==> config.mk <==
export PLATFORM = sky130hd
export DESIGN_NAME = puf_scan_response_capture
export DESIGN_NICKNAME = d
export VERILOG_FILES = /design/src/rtl/puf_scan_pkg.sv /design/src/rtl/puf_misr16.sv /design/src/rtl/puf_scan_response_capture.sv
export SDC_FILE = /design/constraint.sdc
export NUM_CORES = 1
export LEC_CHECK = 0
export ABC_AREA = 1
export CORE_ASPECT_RATIO = 1.1
export CORE_UTILIZATION = 30
export CTS_BUF_LIST = sky130_fd_sc_hd__clkbuf_8
export CTS_CLUSTER_DIAMETER = 100
export DETAILED_ROUTE_END_ITERATION = 10
export GPL_ROUTABILITY_DRIVEN = 1
export SYNTH_ARGS = -nofsm -noshare
export SYNTH_HDL_FRONTEND = slang
export SYNTH_SLANG_ARGS = --single-unit
==> constraint.sdc <==
create_clock -name clk -period 1.6 [get_ports clk]
set_input_delay 0.24 -clock clk [delete_from_list [all_inputs] [get_ports clk]]
set_output_delay 0.24 -clock clk [all_outputs]
set_load 0.005 [all_outputs]
==> src/rtl/puf_scan_pkg.sv <==
// -----------------------------------------------------------------------------
// puf_scan_pkg
// Shared types and constants for the PUF scan response capture block.
//   state_t         : capture FSM states (IDLE, ARMED, SHIFT, DONE)
//   CNT_W_DEFAULT   : default width of the shift-length counter / l_scan
//   RESP_W_DEFAULT  : default width of the captured response register
//   MISR_POLY/SEED  : 16-bit MISR constants, x^16 + x^12 + x^5 + 1
//   misr_next()     : one MISR absorption step
// -----------------------------------------------------------------------------
package puf_scan_pkg;

  localparam int CNT_W_DEFAULT  = 16;
  localparam int RESP_W_DEFAULT = 64;

  // Low 16 coefficients of x^16 + x^12 + x^5 + 1 (the x^16 term is implicit).
  localparam logic [15:0] MISR_POLY = 16'h1021;
  localparam logic [15:0] MISR_SEED = 16'hFFFF;

  typedef enum logic [1:0] {
    IDLE  = 2'd0,
    ARMED = 2'd1,
    SHIFT = 2'd2,
    DONE  = 2'd3
  } state_t;

  // Galois-form step: the incoming bit is folded into the MSB feedback.
  function automatic logic [15:0] misr_next(input logic [15:0] sig,
                                            input logic        din);
    logic fb;
    fb = sig[15] ^ din;
    return {sig[14:0], 1'b0} ^ (fb ? MISR_POLY : 16'h0000);
  endfunction

endpackage : puf_scan_pkg

==> src/rtl/puf_misr16.sv <==
// -----------------------------------------------------------------------------
// puf_misr16
// 16-bit signature register that compacts the serial scan stream.
//   clk       : system clock, rising edge
//   rst       : synchronous active-high reset, clears the signature to 0
//   seed_load : load MISR_SEED (takes priority over shift_en)
//   shift_en  : absorb din this cycle
//   din       : serial input bit
//   sig       : current signature
// -----------------------------------------------------------------------------
module puf_misr16
  import puf_scan_pkg::*;
(
  input  logic        clk,
  input  logic        rst,
  input  logic        seed_load,
  input  logic        shift_en,
  input  logic        din,
  output logic [15:0] sig
);

  always_ff @(posedge clk) begin
    if (rst) begin
      sig <= '0;
    end else if (seed_load) begin
      sig <= MISR_SEED;
    end else if (shift_en) begin
      sig <= misr_next(sig, din);
    end
  end

endmodule : puf_misr16

==> src/rtl/puf_scan_response_capture.sv <==
// -----------------------------------------------------------------------------
// puf_scan_response_capture
// Receive-side partner of the PUF scan-enable counter. During an
// authentication run it watches se_in, serially captures scan_in on every
// cycle se_in is low, and on the first high se_in after the window publishes
// the captured response, its length and error flags.
//
// Optional build macro: PUF_MISR_EN adds a 16-bit MISR over the scan stream
// and the misr_sig output.
//
// Ports:
//   clk           : system clock, rising edge
//   rst           : synchronous active-high reset
//   capture_start : run enable, held high for the whole run; low aborts
//   se_in         : scan enable from the counter, 0 = shift window
//   scan_in       : serial scan-chain bit, valid while se_in = 0
//   l_scan        : expected window length, sampled at the SHIFT->DONE edge
//   resp_data     : captured bits, most recent bit in the LSB
//   resp_len      : number of se_in-low cycles observed (saturating)
//   resp_valid    : high while in DONE
//   busy          : high in ARMED or SHIFT
//   err_len       : resp_len != l_scan (valid with resp_valid)
//   err_ovf       : more than RESP_W bits were shifted (valid with resp_valid)
//   misr_sig      : (PUF_MISR_EN only) signature loaded at SHIFT->DONE
// -----------------------------------------------------------------------------
module puf_scan_response_capture
  import puf_scan_pkg::*;
#(
  parameter int RESP_W = RESP_W_DEFAULT,
  parameter int CNT_W  = CNT_W_DEFAULT
) (
  input  logic              clk,
  input  logic              rst,
  input  logic              capture_start,
  input  logic              se_in,
  input  logic              scan_in,
  input  logic [CNT_W-1:0]  l_scan,
  output logic [RESP_W-1:0] resp_data,
  output logic [CNT_W-1:0]  resp_len,
  output logic              resp_valid,
  output logic              busy,
  output logic              err_len,
  output logic              err_ovf
`ifdef PUF_MISR_EN
  ,
  output logic [15:0]       misr_sig
`endif
);

  state_t             state;
  logic [RESP_W-1:0]  sr;       // working shift register
  logic [CNT_W-1:0]   cnt;      // se_in-low cycles seen in this run
  logic [CNT_W-1:0]   cnt_inc;  // saturating increment of cnt
  logic               ovf;      // sticky: bits have fallen off the MSB

  // NOTE: every variable assigned in always_comb gets a default first, so no
  // path leaves it unassigned and no latch is inferred.
  always_comb begin
    cnt_inc = cnt;
    if (cnt != '1) begin
      cnt_inc = cnt + CNT_W'(1);
    end
  end

  // NOTE: sequential state uses non-blocking assignments only, so every
  // register samples the pre-edge value of every other register.
  always_ff @(posedge clk) begin
    if (rst) begin
      // NOTE: the shift register is reset along with everything else; it is a
      // plain register (not a RAM) and the outputs must read 0 after reset.
      state      <= IDLE;
      sr         <= '0;
      cnt        <= '0;
      ovf        <= 1'b0;
      resp_data  <= '0;
      resp_len   <= '0;
      resp_valid <= 1'b0;
      busy       <= 1'b0;
      err_len    <= 1'b0;
      err_ovf    <= 1'b0;
    end else if (state != IDLE && !capture_start) begin
      // Abort: back to IDLE without loading partial data; the last published
      // resp_data/resp_len stay visible.
      state      <= IDLE;
      resp_valid <= 1'b0;
      busy       <= 1'b0;
      err_len    <= 1'b0;
      err_ovf    <= 1'b0;
    end else begin
      unique case (state)
        IDLE: begin
          if (capture_start) begin
            state   <= ARMED;
            sr      <= '0;
            cnt     <= '0;
            ovf     <= 1'b0;
            err_len <= 1'b0;
            err_ovf <= 1'b0;
            busy    <= 1'b1;
          end
        end

        ARMED: begin
          // No timeout: wait indefinitely for the window to open. The edge
          // that sees se_in low already captures the first bit.
          if (!se_in) begin
            state <= SHIFT;
            sr    <= {sr[RESP_W-2:0], scan_in};
            cnt   <= CNT_W'(1);
          end
        end

        SHIFT: begin
          if (!se_in) begin
            sr  <= {sr[RESP_W-2:0], scan_in};
            cnt <= cnt_inc;
            // The bit entering now is number cnt+1; past RESP_W bits the
            // oldest one drops off the MSB.
            if (32'(cnt) >= RESP_W) begin
              ovf <= 1'b1;
            end
          end else begin
            state      <= DONE;
            resp_data  <= sr;
            resp_len   <= cnt;
            err_len    <= (cnt != l_scan);
            err_ovf    <= ovf;
            resp_valid <= 1'b1;
            busy       <= 1'b0;
          end
        end

        DONE: begin
          // Frozen until capture_start drops; later windows are ignored.
        end

        default: begin
          state <= IDLE;
        end
      endcase
    end
  end

`ifdef PUF_MISR_EN
  logic        misr_seed_load;
  logic        misr_shift_en;
  logic        misr_done_load;
  logic [15:0] misr_live;

  // Strobes mirror the FSM transitions above; an abort (capture_start low)
  // never shifts or publishes.
  assign misr_seed_load = (state == IDLE) && capture_start;
  assign misr_shift_en  = capture_start && !se_in &&
                          ((state == ARMED) || (state == SHIFT));
  assign misr_done_load = capture_start && se_in && (state == SHIFT);

  puf_misr16 u_misr (
    .clk       (clk),
    .rst       (rst),
    .seed_load (misr_seed_load),
    .shift_en  (misr_shift_en),
    .din       (scan_in),
    .sig       (misr_live)
  );

  always_ff @(posedge clk) begin
    if (rst) begin
      misr_sig <= '0;
    end else if (misr_done_load) begin
      misr_sig <= misr_live;
    end
  end
`endif

endmodule : puf_scan_response_capture
* Word level (Yosys, flattened, before mapping) *
Index checks and enable logic that the tools add are counted.

word-level totals
  bits in registers = 167
  bits of input ports = 21
  output and inout port bits = 84
  word-level logic and storage cells = 63

operators by class
  $add $sub $neg = 1
  order comparisons = 1
  eq/ne operators = 11
  muxes and demuxes = 23
  bitwise operators = 1
  reduce and logical (&&, ||, !) cells = 16

operator list
  operator                 count
  $mux W64                 2
  $pmux W64 S2             1
  $mux W16                 4
  $pmux W16 S3             1
  $add A16 B1 Y16 const B  1
  $ge A16 B7 Y1 const B    1
  $ne A16 B16 Y1           1
  $ne A16 B16 Y1 const B   1
  $ne A2 B2 Y1 const B     7
  $pmux W1 S2              4
  $reduce_and A4 Y1        2
  $mux W1                  7
  $mux W2                  3
  $pmux W2 S3              1
  $reduce_and A3 Y1        2
  $reduce_and A6 Y1        1
  $reduce_bool A2 Y1       3
  $reduce_and A5 Y1        1
  $reduce_or A2 Y1         2
  $reduce_bool A3 Y1       1
  $eq A2 B1 Y1 const B     1
  $eq A2 B2 Y1 const B     1
  $logic_not A2 Y1         1
  $reduce_and A2 Y1        1
  3 further kinds          3

* Longest topological paths before layout *
Gate-level depths: netlist of run 1.

  depth after elaboration = 4
  depth in mapped cells = 12
  depth with buffers taken out = 11

* Worst setup path before layout of run 1 *
No wires, ideal clock.

  path kind = register to register
  from = register state[0]
  to = register cnt[2]
  library setup time = 113 ps
  arrival time = 1567 ps
  data required time = 1487 ps
  setup slack = -80 ps
  cell stages (with the launch flop) = 13
  buffers on the path = 2
  clock period less this slack = 1680 ps
  cells stage by stage = dfxtp_1 > inv_1 > ha_1 > buf_6 > nand2_4 > nand2_4 > nor2_8 > inv_4 > nor2_8 > buf_8 > nand3_1 > nand2_1 > nor2_2

between the ends
  word-level cells in the longest chain between the ends = 4
  elaborated cells on any way between the ends = 13
  classes of those cells = eq/ne (6); mux (1); bitwise (1); reduce/logical (5)

RTL lines
  what                                                                       line                              source
  start: declaration                                                         puf_scan_response_capture.sv:50   state_t state;
  start signal: assignment                                                   puf_scan_response_capture.sv:71   state <= IDLE;
  start signal: assignment                                                   puf_scan_response_capture.sv:84   state <= IDLE;
  start signal: assignment                                                   puf_scan_response_capture.sv:93   state <= ARMED;
  parallel branches: the longest is 4 deep, another holds $reduce_and A6 Y1  --
  end signal: assignment                                                     puf_scan_response_capture.sv:116  cnt <= cnt_inc;
  end: declaration                                                           puf_scan_response_capture.sv:52   logic [CNT_W-1:0] cnt;

Parallel ways; which one is timed is not known.
A chain may end at the register's enable or synchronous reset.

* Final worst setup path of run 1 *
  from = register state[1]
  to = register cnt[11]

The elaborated chain is that of the path after synthesis.

==> flow_summary.ini, run 1 <==
[outcome]
status = finished with violations
violations = negative setup slack

[synth]
syn_avg_cell_area_um2 = 7.40
cell_types_with_the_largest_area_share_after_synthesis = dfxtp_1 (49%), nand2_1 (9.7%), nor2_1 (9.5%), a21oi_1 (6.6%), o21ai_0 (6.1%)
post_synth_top_flop = dfxtp_1
mappedNetlistNets = 958
ys_warn_count = 0
synth_area_um2 = 6880
synth_top_cell_area_share = 0.486
postSynthCellCount = 930
synth-seq-cells = 167
synth-edff-count = 0
async_flop_share = 0
synth.yosys.seq_area_share = 0.486
post-synth-top-area-cell = dfxtp_1
post_synth_num_cell_types = 32

[finish]
final_design_area_no_fill_um2 = 9710
filler_cell_count = 2200
final_cell_mix = nor2_1 (171), nand2_1 (135), dfxtp_1 (120)
num-nets-final = 1089
area.growth.synth_to_final_pct = 41.1
final_common_cell = nor2_1
layout.core_utilization = 0.435
diodes = 0
layout-drive-gt1-share = 0.234

[place]
dp_hpwl_um = 11500
dpl_cell_area_um2 = 8490
io_buffer_count = 104
place_congestion = 0.813

[sta]
timing_max_transition_violations_final = 0
setup_violations = 55
finalCritPeriodShare = 1.04
transition_at_the_pin_with_the_smallest_max_transition_slack_ns = 0.508
grt_setup_unrepaired = true
final.setup.tns_ns = -0.913
worst_slack_ns = -0.0560
final-hold-violation-count = 0
final_period_minus_worst_setup_slack_ns = 1.66
max_freq_mhz = 604
fin_worst_skew_ns = 0.0144
slew_headroom = 0.659

[setup_path]
path_cells = buf_6, ha_4, nand3_4, nor2_4, nand2_4, nor2_8, nor2_8, buf_12, nand2_4, nand2_2, nand2_1, nor2_1
critPathCaptureType = register
timing.critical_path.max_delay_family = simple AND/OR/NAND/NOR gates
crit_slowest_cell = dfxtp_4
crit_path_start_kind = register
regToRegSetupSlack_ns = -0.06
critical-path-max-stage-delay_ns = 0.40
timing.critical_path.buf_inv = 2
critPathRequiredTime_ns = 1.96
criticalPathCategory = reg -> reg
critPathMaxFanout = 6
crit_arrival_ns = 2.02

[detailed_routing]
routed_wl_um = 18700
drt_drc_violations_left = 0
met1Wirelength_um = 8760
drt_pre_antenna_iters = 5
route.antenna.remaining_nets = 0
initial_detailed_routing_violation_count = 329
viasPerCell = 4.68
route.detailed.wl_per_inst_um = 13.7
num_vias = 6409
met3_wire_length_um = 667
route.met2.wl_um = 9070
dr.max_layer_used = met4

[clock_tree]
clock_path_buffers = 2
clk_pin_slew_ns = 0.10
clock_latency_ns = 0.46
cts_max_level = 4
postCtsHoldBufs = 0
clock_sinks = 167
cts-buffers-inserted = 17
root_buffer = clkbuf_8
cts_tree = yes

[floorplan]
die_height_um = 161
placementRows = 57
die_width_um = 146
start_util = 0.308
pin_count = 105
dieArea_um2 = 23500
coreArea_um2 = 22300

[global_routing]
globalRouteOverflowTotal = 0
grt_start_max_net_pins = 59
grt_pass1_vias = 6041
grtUsageTotal = 0.158
antenna_found_initial = 0
first_pass_grt_wire_length_um = 30200

[power]
leakage_power_nw = 4.23
ir_worst_vdd_mv = 0.721
pwr_density_cell_nw_per_um2 = 1340

[min_path]
hold_path_class = in -> reg

[job]
max_cap_violations = 0
## metal layers
layer,vias up,global-route usage
met1,3005,0.203
met2,111,0.264
met4,0,0.0535
met5,-,0
met3,17,0.0307
li1,3276,-
## cell usage after synthesis (3+ instances only)
cell type / count
a21oi_1: 91
a21oi_2: 3
buf_1: 3
buf_2: 19
clkbuf_1: 32
dfxtp_1: 167
ha_1: 7
inv_1: 44
inv_2: 3
nand2_1: 178
nand2_2: 4
nand2_4: 6
nand3_1: 71
nand3_2: 9
nand4_1: 5
nor2_1: 174
nor2_2: 3
nor2_4: 4
nor2_8: 3
nor3_1: 5
o21ai_0: 84
o21ai_1: 5
## path summary, 6_finish.rpt
path	startpoint	to	depth (start not counted)
max	state[1]	cnt[11]	12
max reg2reg	state[1]	cnt[11]	12
min	rst	sr[23]	2
min reg2reg	sr[63]	sr[63]	2
## per-stage QoR
step | total power (W) | hold WS [ns] | worst slack (ns) | instances
6_report | 0.0130 | 0.131 | -0.0560 | 1369
5_1_grt | 0.0137 | 0.119 | -0.167 | 1369
4_1_cts | 0.0126 | 0.0874 | -0.0398 | 1360
3_5_place_dp | 0.00869 | 0.455 | -0.269 | 1312
3_3_place_gp | 0.00868 | 0.456 | -0.239 | 1312
2_1_floorplan | 0.00687 | 0.399 | -0.0102 | 930
## power breakdown
group          internal (W)  switching, W  total (W)  leakage [nW]
Clock               0.00147       0.00170    0.00317         0.197
Sequential          0.00459      0.000231    0.00482          1.37
Combinational       0.00234       0.00269    0.00503          2.66
Total               0.00840       0.00461     0.0130          4.23
## layout make-up
type                    count  area (µm²)  share of cell area
repair buffers            168        1870               0.192
flip-flops and latches    167        3410               0.351
inverters                  49         209              0.0215
well taps                 295         369              0.0380
multi-input cells         658        3450               0.355
clock inverters            14         161              0.0166
clock buffers              18         248              0.0255
## registers in the layout (all words and copies together) (netlist names)
name and cells:
state 2, err_len 1, resp_data 64, cnt 16, busy 1, ovf 1
err_ovf 1, resp_len 16, sr 64, resp_valid 1
## cells by family (layout without fill, tap and decap cells)
| family | count (synthesis) | count (layout) | synth area share |
|---|---|---|---|
| adder cells (fa/ha/maj) | 7 | 7 | 0.0127 |
| XOR/XNOR | 1 | 1 | 0.00127 |
| AO/OA/AOI/OAI | 185 | 185 | 0.137 |
| AND/OR/NAND/NOR | 464 | 465 | 0.298 |
| flip-flops | 167 | 167 | 0.486 |
| buffers and inverters | 106 | 249 | 0.0651 |
## timing repair
| item | CTS | global route |
|---|---|---|
| resized for setup | 55 | 129 |
| setup buffers | 12 | 6 |
| endpoints found under the setup margin | 178 | 147 |
| gates cloned | 4 | 4 |
| pin swaps | 14 | 26 |
Power figures use the tool's default switching activity.
==> inputs of run 2 (changes only) <==
Clock period 1.6 ns to 1.9 ns, I/O delays scaled along.
==> run 2 against run 1 <==
The run now ends clean. Final area down 9.0%. Worst hold slack better by 0.10 ns. Die area unchanged. Sequential cell count unchanged. Largest power group is now sequential cells.
==> flow_summary.ini, run 2 (same netlist as run 1, synthesis figures left out) <==
[setup_path]
crit_path_start_kind = register
critPathCaptureType = register
ff2ff_path_depth = 8
critPathRequiredTime_ns = 2.29
criticalPathCategory = reg -> reg
crit_arrival_ns = 2.15
critPathMaxFanout = 32

[detailed_routing]
routed_wl_um = 17400
viasPerCell = 4.58
route.detailed.wl_per_inst_um = 13.0
drt_drc_violations_left = 0
route.antenna.remaining_nets = 0
initial_detailed_routing_violation_count = 368
drt_pre_antenna_iters = 4
num_vias = 6099

[global_routing]
first_pass_grt_wire_length_um = 28500
grt_start_max_net_pins = 65
antenna_found_initial = 0
globalRouteOverflowTotal = 0
grtUsageTotal = 0.150
grt_pass1_vias = 5703

[finish]
multi_input_comb_area_um2 = 3100
final_common_cell = nand2_1
area.growth.synth_to_final_pct = 28.3
layout-drive-gt1-share = 0.102
diodes = 0
largestRegisters = resp_data x64, sr x64
regArea_um2 = 3350
final_cell_mix = nand2_1 (178), nor2_1 (173), dfxtp_1 (165)
num-nets-final = 1053
filler_cell_count = 2295

[sta]
setup_violations = 0
max_freq_mhz = 567
timing_max_transition_violations_final = 0
final.hold.worst_slack_ns = 0.234
transition_at_the_pin_with_the_smallest_max_transition_slack_ns = 0.518
final-hold-violation-count = 0
slew_headroom = 0.654
final_period_minus_worst_setup_slack_ns = 1.76
finalCritPeriodShare = 0.928
grt_setup_unrepaired = false
fin_worst_skew_ns = 0.0244

[clock_tree]
number_of_gates_given_a_new_drive_strength_after_cts = 0
clock_latency_ns = 0.47
clk_pin_slew_ns = 0.09
cts_max_level = 4
post_cts.repair.setup_buffers = 0
clock_sinks = 167
cts-buffers-inserted = 17
clock_path_buffers = 2
cts_tree = yes
postCtsHoldBufs = 0
root_buffer = clkbuf_8

[outcome]
status = completed

[floorplan]
placementRows = 57
dieArea_um2 = 23500
start_util = 0.308
pin_count = 105
coreArea_um2 = 22300
die_width_um = 146
die_height_um = 161

[place]
place_congestion = 0.815
io_buffer_count = 104
dp_hpwl_um = 11200

[power]
clock_power_share = 0.269
internal-power_w = 0.00627
ir_worst_vdd_mv = 0.503
pwr_density_cell_nw_per_um2 = 1110
net-switching-power_w = 0.00357
logic_gate_share_of_total_power = 0.323
total_power_w = 0.00984
leakage_power_nw = 3.53
power_switching_share = 0.363
p_seq_frac = 0.409

[min_path]
hold_path_class = in -> reg
min_delay_path_depth = 4

[job]
max_cap_violations = 0
-- run 2: changes by cell type in the layout (fill, tap and decap cells not counted), sizes merged --
cell           delta
buf              -34
bufinv            -1
clkbuf            -2
clkdlybuf4s50    +21
clkinv            +2
clkinvlp          -1
dlygate4sd2       -7
dlymetal6s2s     -14
inv               +1
nand2             -1
-- run 2: metrics by stage --
step	utilization	worst slack, ns	area [µm²]	cells	setup TNS, ns
2_1_floorplan	-	0.220	6880	930	0
3_3_place_gp	0.374	0.0132	8350	1299	0
3_5_place_dp	0.374	-0.0300	8350	1299	-0.0786
4_1_cts	0.393	0.0792	8770	1331	0
5_1_grt	0.396	0.00347	8830	1333	0
6_report	0.396	0.138	8830	1333	0
-- run 2: final cells by class --
cell class                 instances  area share
sequential                       167       0.379
multi-input combinational        657       0.351
timing repair buffer             133       0.159
tap                              295      0.0418
clock buffer                      17      0.0265
inverter                          49      0.0215
clock inverter                    15      0.0208
-- run 2: power by group through the flow --
stage / sequential (W) / combinational [W] / clock (W)
3_3_place_gp: 0.00409 / 0.00303 / 0
6_report: 0.00402 / 0.00318 / 0.00264
2_1_floorplan: 0.00409 / 0.00167 / 0
3_5_place_dp: 0.00409 / 0.00304 / 0
4_1_cts: 0.00402 / 0.00306 / 0.00275
5_1_grt: 0.00406 / 0.00349 / 0.00289
-- run 2: final timing paths --
path	from	endpoint	slack, ns
setup reg to reg	state[1]	sr[18]	0.14
setup / recovery	state[1]	sr[18]	0.14
hold reg to reg	err_ovf	err_ovf	0.48
hold / removal	rst	state[0]	0.23
-- run 2: metal layers --
| metal | wire (µm) | vias up | GRT usage |
|---|---|---|---|
| met1 | 8390 | 2782 | 0.194 |
| met4 | 241 | 0 | 0.0582 |
| li1 | - | 3195 | - |
| met3 | 631 | 18 | 0.0364 |
| met5 | 0 | - | 0 |
| met2 | 8110 | 104 | 0.242 |
-- run 2: worst max-delay path: stages (launching register included) --
cell and delay, ns:
dfxtp_2 0.34, inv_1 0.10, ha_2 0.32, nand2_1 0.07, nand2_1 0.07, nor2_4 0.27
clkbuf_16 0.28, nand3_1 0.09, a21oi_1 0.15
